===== config.mk =====
export PLATFORM = sky130hd
export DESIGN_NAME = pipe_stage_buf
export DESIGN_NICKNAME = d
export VERILOG_FILES = /design/src/rtl/pipe_stage_buf.sv
export SDC_FILE = /design/constraint.sdc
export NUM_CORES = 1
export LEC_CHECK = 0
export CAP_MARGIN = 0
export CORE_ASPECT_RATIO = 1.4
export CORE_MARGIN = 3
export CORE_UTILIZATION = 45
export DETAILED_ROUTE_END_ITERATION = 10
export PLACE_DENSITY = 0.78
export SETUP_SLACK_MARGIN = 0.4
export SLEW_MARGIN = 20
export SYNTH_ARGS = -nofsm -noshare
export SYNTH_HDL_FRONTEND = slang
export SYNTH_SLANG_ARGS = --single-unit

===== constraint.sdc =====
create_clock -name clk -period 2.47 [get_ports clk]
set_input_delay 0.494 -clock clk [delete_from_list [all_inputs] [get_ports clk]]
set_output_delay 0.494 -clock clk [all_outputs]
set_load 0.05 [all_outputs]

===== src/rtl/pipe_stage_buf.sv =====
// Valid/ready pipeline stage register with an optional two-entry skid buffer.
// It also keeps saturating stall and bubble counters for pipeline performance analysis.
module pipe_stage_buf #(
  parameter int DATA_W  = 32,
  parameter int SKID_EN = 1,
  parameter int CNT_W   = 16
) (
  input  logic              clk,
  input  logic              rst_n,
  input  logic              flush_i,
  input  logic              in_valid_i,
  output logic              in_ready_o,
  input  logic [DATA_W-1:0] in_data_i,
  output logic              out_valid_o,
  input  logic              out_ready_i,
  output logic [DATA_W-1:0] out_data_o,
  output logic [CNT_W-1:0]  stall_cnt_o,
  output logic [CNT_W-1:0]  bubble_cnt_o
);

  typedef enum logic [1:0] {
    ST_EMPTY = 2'd0,
    ST_FULL  = 2'd1,
    ST_SKID  = 2'd2
  } state_t;

  state_t            state_p0, state_nxt;
  logic [DATA_W-1:0] main_p0, main_nxt;
  logic              in_fire;
  logic              out_fire;
  logic              stall_cyc;
  logic              bubble_cyc;
  logic [CNT_W-1:0]  stall_p0;
  logic [CNT_W-1:0]  bubble_p0;

  function automatic logic [CNT_W-1:0] sat_inc(input logic [CNT_W-1:0] cnt);
    sat_inc = (&cnt) ? cnt : cnt + CNT_W'(1);
  endfunction

  assign out_valid_o = (state_p0 != ST_EMPTY);
  assign out_data_o  = main_p0;
  assign in_fire     = in_valid_i & in_ready_o;
  assign out_fire    = out_valid_o & out_ready_i;

  if (SKID_EN != 0) begin : g_skid
    logic [DATA_W-1:0] skid_p0, skid_nxt;

    // Ready is a pure decode of the state register, so out_ready_i never reaches it.
    assign in_ready_o = (state_p0 != ST_SKID);

    always_comb begin
      state_nxt = state_p0;
      main_nxt  = main_p0;
      skid_nxt  = skid_p0;
      if (flush_i) begin
        state_nxt = ST_EMPTY;
        main_nxt  = '0;
        skid_nxt  = '0;
      end else begin
        case (state_p0)
          ST_EMPTY: begin
            if (in_fire) begin
              state_nxt = ST_FULL;
              main_nxt  = in_data_i;
            end
          end
          ST_FULL: begin
            if (in_fire && out_fire) begin
              main_nxt = in_data_i;
            end else if (in_fire) begin
              state_nxt = ST_SKID;
              skid_nxt  = in_data_i;
            end else if (out_fire) begin
              state_nxt = ST_EMPTY;
            end
          end
          ST_SKID: begin
            // Skid entry is always younger than main, so it moves up on drain.
            if (out_fire) begin
              state_nxt = ST_FULL;
              main_nxt  = skid_p0;
            end
          end
          default: begin
            state_nxt = ST_EMPTY;
          end
        endcase
      end
    end

    always_ff @(posedge clk or negedge rst_n) begin
      if (!rst_n) begin
        skid_p0 <= '0;
      end else begin
        skid_p0 <= skid_nxt;
      end
    end
  end else begin : g_noskid
    assign in_ready_o = !out_valid_o || out_ready_i;

    always_comb begin
      state_nxt = state_p0;
      main_nxt  = main_p0;
      if (flush_i) begin
        state_nxt = ST_EMPTY;
        main_nxt  = '0;
      end else if (in_fire) begin
        state_nxt = ST_FULL;
        main_nxt  = in_data_i;
      end else if (out_fire) begin
        state_nxt = ST_EMPTY;
      end
    end
  end

  // Stage register boundary: state and main payload
  always_ff @(posedge clk or negedge rst_n) begin
    if (!rst_n) begin
      state_p0 <= ST_EMPTY;
      main_p0  <= '0;
    end else begin
      state_p0 <= state_nxt;
      main_p0  <= main_nxt;
    end
  end

  assign stall_cyc  = out_valid_o && !out_ready_i && !flush_i;
  assign bubble_cyc = !out_valid_o && out_ready_i && !flush_i;

  always_ff @(posedge clk or negedge rst_n) begin
    if (!rst_n) begin
      stall_p0  <= '0;
      bubble_p0 <= '0;
    end else begin
      if (stall_cyc) begin
        stall_p0 <= sat_inc(stall_p0);
      end
      if (bubble_cyc) begin
        bubble_p0 <= sat_inc(bubble_p0);
      end
    end
  end

  assign stall_cnt_o  = stall_p0;
  assign bubble_cnt_o = bubble_p0;

endmodule


==> impl_metrics.tcl, run 1 <==
set metrics [dict create \
    synthCells 382 \
    cap_violations 0 \
    reg2reg_slack_ns 0.54 \
    slew_violations 0 \
    rr_worst_depth 5 \
    cts_tree "built" \
    fmax_ghz 0.490 \
    cp_slowest_cell "clkdlybuf4s50_1" \
    drive_above_1_share 0.114 \
    setup_viol 0 \
    timing.slew.headroom 0.414 \
    critPathLaunchType "flip-flop" \
    synth.largest_area_cell "dfrtp_1" \
    clk-insertion-delay-late_ns 0.34 \
    die_w_um 90.7 \
    fin_skew_ns 0.00626 \
    critPathLaunch "out_data_o[12]$_DFFE_PN0P_" \
    crit_end "out_data_o[12]" \
    pwr_density_cell_nw_per_um2 755 \
    syn2layout_area_growth_pct 33.2 \
    port_buffers 102 \
    crit_buf_inv 1 \
    cts_buffer_depth 2 \
    grt.total_usage 0.192 \
    finalCritPeriodShare 0.827 \
    yosysMostFrequentCell "dfrtp_1" \
    tns_ns 0 \
    grt_pass1_wl_mm 17.8 \
    initial_core_util 0.470 \
    period_minus_slack_ns 2.04 \
    cts_htree_levels 3 \
    power_leakage_nw 2.74 \
    critPathArrivalTime_ns 1.55 \
    synth-edff-count 0 \
    grt_pass1_vias 3540 \
    status "finished clean" \
    dp_hpwl_mm 7.27 \
    cp_max_fo 2 \
    worst_pin_slew_ns 0.876 \
    rr_endpoint "bubble_cnt_o[15]$_DFFE_PN0P_" \
    ys_top_cells_by_count "dfrtp_1 (98), nand2_1 (46), a22o_1 (32), mux2i_1 (32), o31ai_1 (32)" \
    num_vias 3431 \
    grt_overflow 0 \
    clkTransAtPathRegs_ns 0.07 \
    drt_first_pass_iters 4 \
    synth-seq-cells 98 \
    async_flop_share 1.00 \
    insertedDiodeCount 0 \
    wirelength_mm 10.6 \
    required_ns 1.98 \
    crit_family "buffers and inverters" \
    placed_cells 605 \
    fin_cells 622 \
    wl_per_cell_um 17.1 \
    die_y_um 125 \
    end_kind "primary output" \
    fp-row-count 42 \
    rsz0062_at_grt "yes" \
    critPathKind "flip-flop to primary output" \
    cts_root_buf "clkbuf_16" \
    ant_nets 0 \
    synth_top_area_frac 0.543 \
    nets 524 \
    total_power_mw 4.54 \
    hp-class "primary input to async pin" \
    clock-sinks 98 \
    synthTopCellsByArea "dfrtp_1 (54%), mux2i_1 (7.1%), a22o_1 (6.2%)" \
    first_iter_violations 167 \
    finalHoldViolCount 0 \
    core_area_sq_um 9620 \
    reg2reg_from "state_p0[0]$_DFFE_PN0P_" \
    syn_area_sq_um 4520 \
    antenna_found_initial 0 \
    synth_cell_types 44 \
    critical_path.cell_chain "clkdlybuf4s50_1" \
    post-route-util 0.626 \
    syn_nets 421 \
    ir_drop_mv 0.618 \
    place_congestion 0.798 \
    cts_buffers 9 \
    synth_warnings 0 \
    crit_path_max_incr_delay_ns 0.83 \
    num_io_pins 103 \
    grt_max_degree 42 \
    ys.flop_type "dfrtp_1" \
    crit_cells 1 \
    synth.avg_cell_area_sq_um 11.8 \
    dieArea_sq_um 11300 \
    vias_per_cell 5.52 \
    synth.yosys.seq_area_share 0.543 \
    drc 0 \
]
## logic make-up (layout without fill, tap and decap cells)
kind of cell,after synthesis,count (layout),share of synthesized area
AOI/OAI and AO/OA,81,82,0.147
xor gates and xnor gates,28,28,0.0543
adders and majority gates,2,2,0.00554
buffers and inverters,29,136,0.0316
DFF,98,98,0.543
muxes,36,36,0.0809
and+or+nand+nor,108,108,0.137
## layer usage
metal | share of wire | track usage | vias up | wire (um)
met3 | 0.042 | 0.0326 | 14 | 442
met2 | 0.51 | 0.319 | 84 | 5450
met5 | 0 | 0 | - | 0
li1 | - | - | 1619 | -
met4 | 0.021 | 0.0784 | 0 | 218
met1 | 0.42 | 0.247 | 1714 | 4510
## area by class of cell
type	instances	area [sq um]
repair buffers	116	1120
well taps	132	165
fillers	803	3600
clock inverters	7	76.3
inverters	4	15.0
multi-input cells	256	1970
flip-flops and latches	98	2450
clock buffers	9	225
## stage by stage
stage / hold slack, ns / setup slack, ns / cell area (sq um)
floorplan: 0.198 / 0.427 / 4520
global placement: 0.461 / 0.152 / 5730
detailed placement: 0.465 / 0.0789 / 5730
CTS: 0.106 / 0.354 / 5990
global route: 0.123 / 0.395 / 6020
finish: 0.102 / 0.428 / 6020
## sequential cells by signal (all words and copies together), names as in the netlist
name and count:
g_skid.skid_p0 32, out_data_o 32, bubble_cnt_o 16, stall_cnt_o 16, state_p0 2
## report_power, final
part / internal (mW) / switching (mW) / leakage, nW / total (mW)
sequential: 1.76 / 0.171 / 1.30 / 1.93
combinational: 0.389 / 0.807 / 1.29 / 1.20
clock: 0.793 / 0.624 / 0.142 / 1.42
## worst min path at each step
stage                                    start                      endpoint  slack, ns  cells past startpoint
floorplan                                rst_n   bubble_cnt_o[0]$_DFFE_PN0P_       0.20                      0
global placement    out_data_o[25]$_DFFE_PN0P_    out_data_o[25]$_DFFE_PN0P_       0.46                      2
detailed placement  out_data_o[21]$_DFFE_PN0P_    out_data_o[21]$_DFFE_PN0P_       0.46                      2
CTS                                      rst_n  bubble_cnt_o[15]$_DFFE_PN0P_       0.11                      1
global route                             rst_n  bubble_cnt_o[15]$_DFFE_PN0P_       0.12                      1
finish                                   rst_n  bubble_cnt_o[15]$_DFFE_PN0P_       0.10                      1
## layout by cell type, fill, tap and decap left out, types with 5 or more instances in the layout
cell	count
clkbuf_16	9
a211oi_1	5
nor3_1	8
and3_1	8
xnor2_1	7
nand3_1	12
clkdlybuf4s50_1	67
xor2_1	21
mux2i_1	32
dlygate4sd2_1	27
buf_4	13
nand2_1	46
a22o_1	32
dfrtp_1	97
nand4_1	5
o31ai_1	32
nor2_1	6
a21oi_1	5
## timing repair
item / 4_1_cts / 5_1_grt
endpoints found under the hold margin: 0 / 0
endpoints found under the setup margin: 28 / 45
hold buffers: 0 / 0
setup buffers: 0 / 0
resized for setup: 28 / 7
pin swaps: 0 / 1
cloned: 0 / 1
Note: power is estimated with default switching activity, not from simulation.
==> run 2: changes to the inputs <==
==> constraint.sdc (replaced) <==
create_clock -name clk -period 2 [get_ports clk]
set_input_delay 0.4 -clock clk [delete_from_list [all_inputs] [get_ports clk]]
set_output_delay 0.4 -clock clk [all_outputs]
set_load 0.05 [all_outputs]
==> run 2 against run 1 <==
  * Critical path depth grew 3
  * Power up 33%
  * Worst hold slack worse by 0.087 ns
  * Die area unchanged
  * First-iteration DRC count fell by 31%
  * Critical path type is now flip-flop to flip-flop
  * Highest routed layer unchanged
==> impl_metrics.tcl, run 2 (synthesis results as in run 1) <==
set metrics [dict create \
    status "finished clean" \
    die_y_um 125 \
    reg2reg_slack_ns 0.24 \
    initial_core_util 0.470 \
    port_buffers 102 \
    required_ns 2.22 \
    wl_per_cell_um 18.8 \
    grt_overflow 0 \
    total_power_mw 6.06 \
    dieArea_sq_um 11300 \
    antenna_found_initial 0 \
    pre_cts_slack_ns -0.145 \
    ir_drop_mv 0.756 \
    cts_root_buf "clkbuf_16" \
    timing.final.ws_setup_ns 0.239 \
    clock-sinks 98 \
    timing.slew.headroom 0.573 \
    fin_skew_ns 0.00688 \
    finalCritPeriodShare 0.880 \
    setup_viol 0 \
    finalHoldViolCount 0 \
    grt.total_usage 0.214 \
    drc 0 \
    clk-insertion-delay-late_ns 0.34 \
    core_area_sq_um 9620 \
    critPathKind "flip-flop to flip-flop" \
    dp_hpwl_mm 7.25 \
    end_kind "flip-flop" \
    slew_violations 0 \
    cts_buffers 9 \
    ant_nets 0 \
    grt_max_degree 38 \
    drive_above_1_share 0.468 \
    grt_pass1_vias 3796 \
    final_common_cell "dfrtp_1" \
    cts_htree_levels 3 \
    critPathLaunch "state_p0[1]$_DFFE_PN0P_" \
    nets 555 \
    critPathLaunchType "flip-flop" \
    grt_pass1_wl_mm 19.5 \
    pwr_density_cell_nw_per_um2 859 \
    syn2layout_area_growth_pct 56.2 \
    cts_tree "built" \
    critPathArrivalTime_ns 1.98 \
    die_w_um 90.7 \
    reg2reg_from "state_p0[1]$_DFFE_PN0P_" \
    hp-class "primary input to async pin" \
    drt_first_pass_iters 4 \
    fmax_ghz 0.568 \
    vias_per_cell 5.72 \
    power_leakage_nw 3.06 \
    fp-row-count 42 \
    clkTransAtPathRegs_ns 0.07 \
    num_vias 3732 \
    final_cell_mix "dfrtp_1 (66), clkdlybuf4s15_2 (44), buf_4 (37)" \
    fillers 654 \
    insertedDiodeCount 0 \
    cp_max_fo 8 \
    place_congestion 0.795 \
    rsz0062_at_grt "yes" \
    wirelength_mm 12.3 \
    cts_buffer_depth 2 \
    first_iter_violations 116 \
    cap_violations 0 \
    period_minus_slack_ns 1.76 \
    num_io_pins 103 \
    worst_pin_slew_ns 0.641 \
]
-- run 2: changes by cell type in the layout (fill, tap and decap cells not counted), moves of 8 or more --
cell,before,now
dfrtp_2,1,32
buf_4,13,37
o31ai_1,32,17
o31ai_2,0,8
nand2_4,0,12
nand2_1,46,29
dfrtp_1,97,66
clkdlybuf4s50_1,67,32
buf_12,2,10
clkdlybuf4s15_2,0,44
dlygate4sd2_1,27,2
-- run 2: per-layer routing --
layer,global-route usage,vias to the layer above,part of all wire
met5,0,-,0
met4,0.0911,0,0.023
met3,0.0290,21,0.036
met2,0.361,100,0.54
met1,0.275,1918,0.40
li1,-,1693,-
-- run 2: critical path, cell delays in order, from the launching register on --
cell     delay [ns]
dfrtp_2        0.46
or4b_4         0.61
buf_12         0.17
nor2_4         0.10
mux2_4         0.30
-- run 2: area by class of cell --
cell class	instances	area (sq um)	share of cell area
clock buffer	11	253	0.0358
clock inverter	5	61.3	0.00869
inverter	4	18.8	0.00266
multi-input combinational	256	2480	0.351
sequential	98	2490	0.353
tap	132	165	0.0234
timing repair buffer	147	1590	0.225
-- run 2: final timing paths --
kind | to | cells after the start
setup / recovery | bubble_cnt_o[1]$_DFFE_PN0P_ | 4
hold / removal | g_skid.skid_p0[14]$_DFFE_PN0P_ | 1
setup reg to reg | bubble_cnt_o[1]$_DFFE_PN0P_ | 4
hold reg to reg | out_data_o[25]$_DFFE_PN0P_ | 2
max in group asynchronous | bubble_cnt_o[7]$_DFFE_PN0P_ | 2
min in group clk | out_data_o[25]$_DFFE_PN0P_ | 2
-- run 2: repair_timing --
| action | CTS | global route |
|---|---|---|
| pin swaps | 30 | 25 |
| setup endpoints to repair | 110 | 70 |
| hold buffers | 0 | 0 |
| resized for setup | 224 | 30 |
| cloned | 5 | 1 |
| setup buffers | 12 | 7 |
-- run 2: report_power, final --
part / internal, mW / leakage (nW) / total, mW / switching (mW)
Clock: 1.04 / 0.156 / 1.79 / 0.744
Sequential: 2.19 / 1.26 / 2.47 / 0.279
Combinational: 0.687 / 1.64 / 1.80 / 1.11
Total: 3.93 / 3.06 / 6.06 / 2.13
-- run 2: through the flow --
step	hold slack, ns	std cells	util	instance area, sq um	setup TNS (ns)
final	0.0149	653	0.734	7060	0
after global routing	0.0321	653	0.734	7060	0
after CTS	0.0183	645	0.718	6910	0
after global placement	0.382	612	0.621	5970	-3.32
after floorplan	0.104	382	-	4740	0
after detailed placement	0.388	612	0.621	5970	-4.24
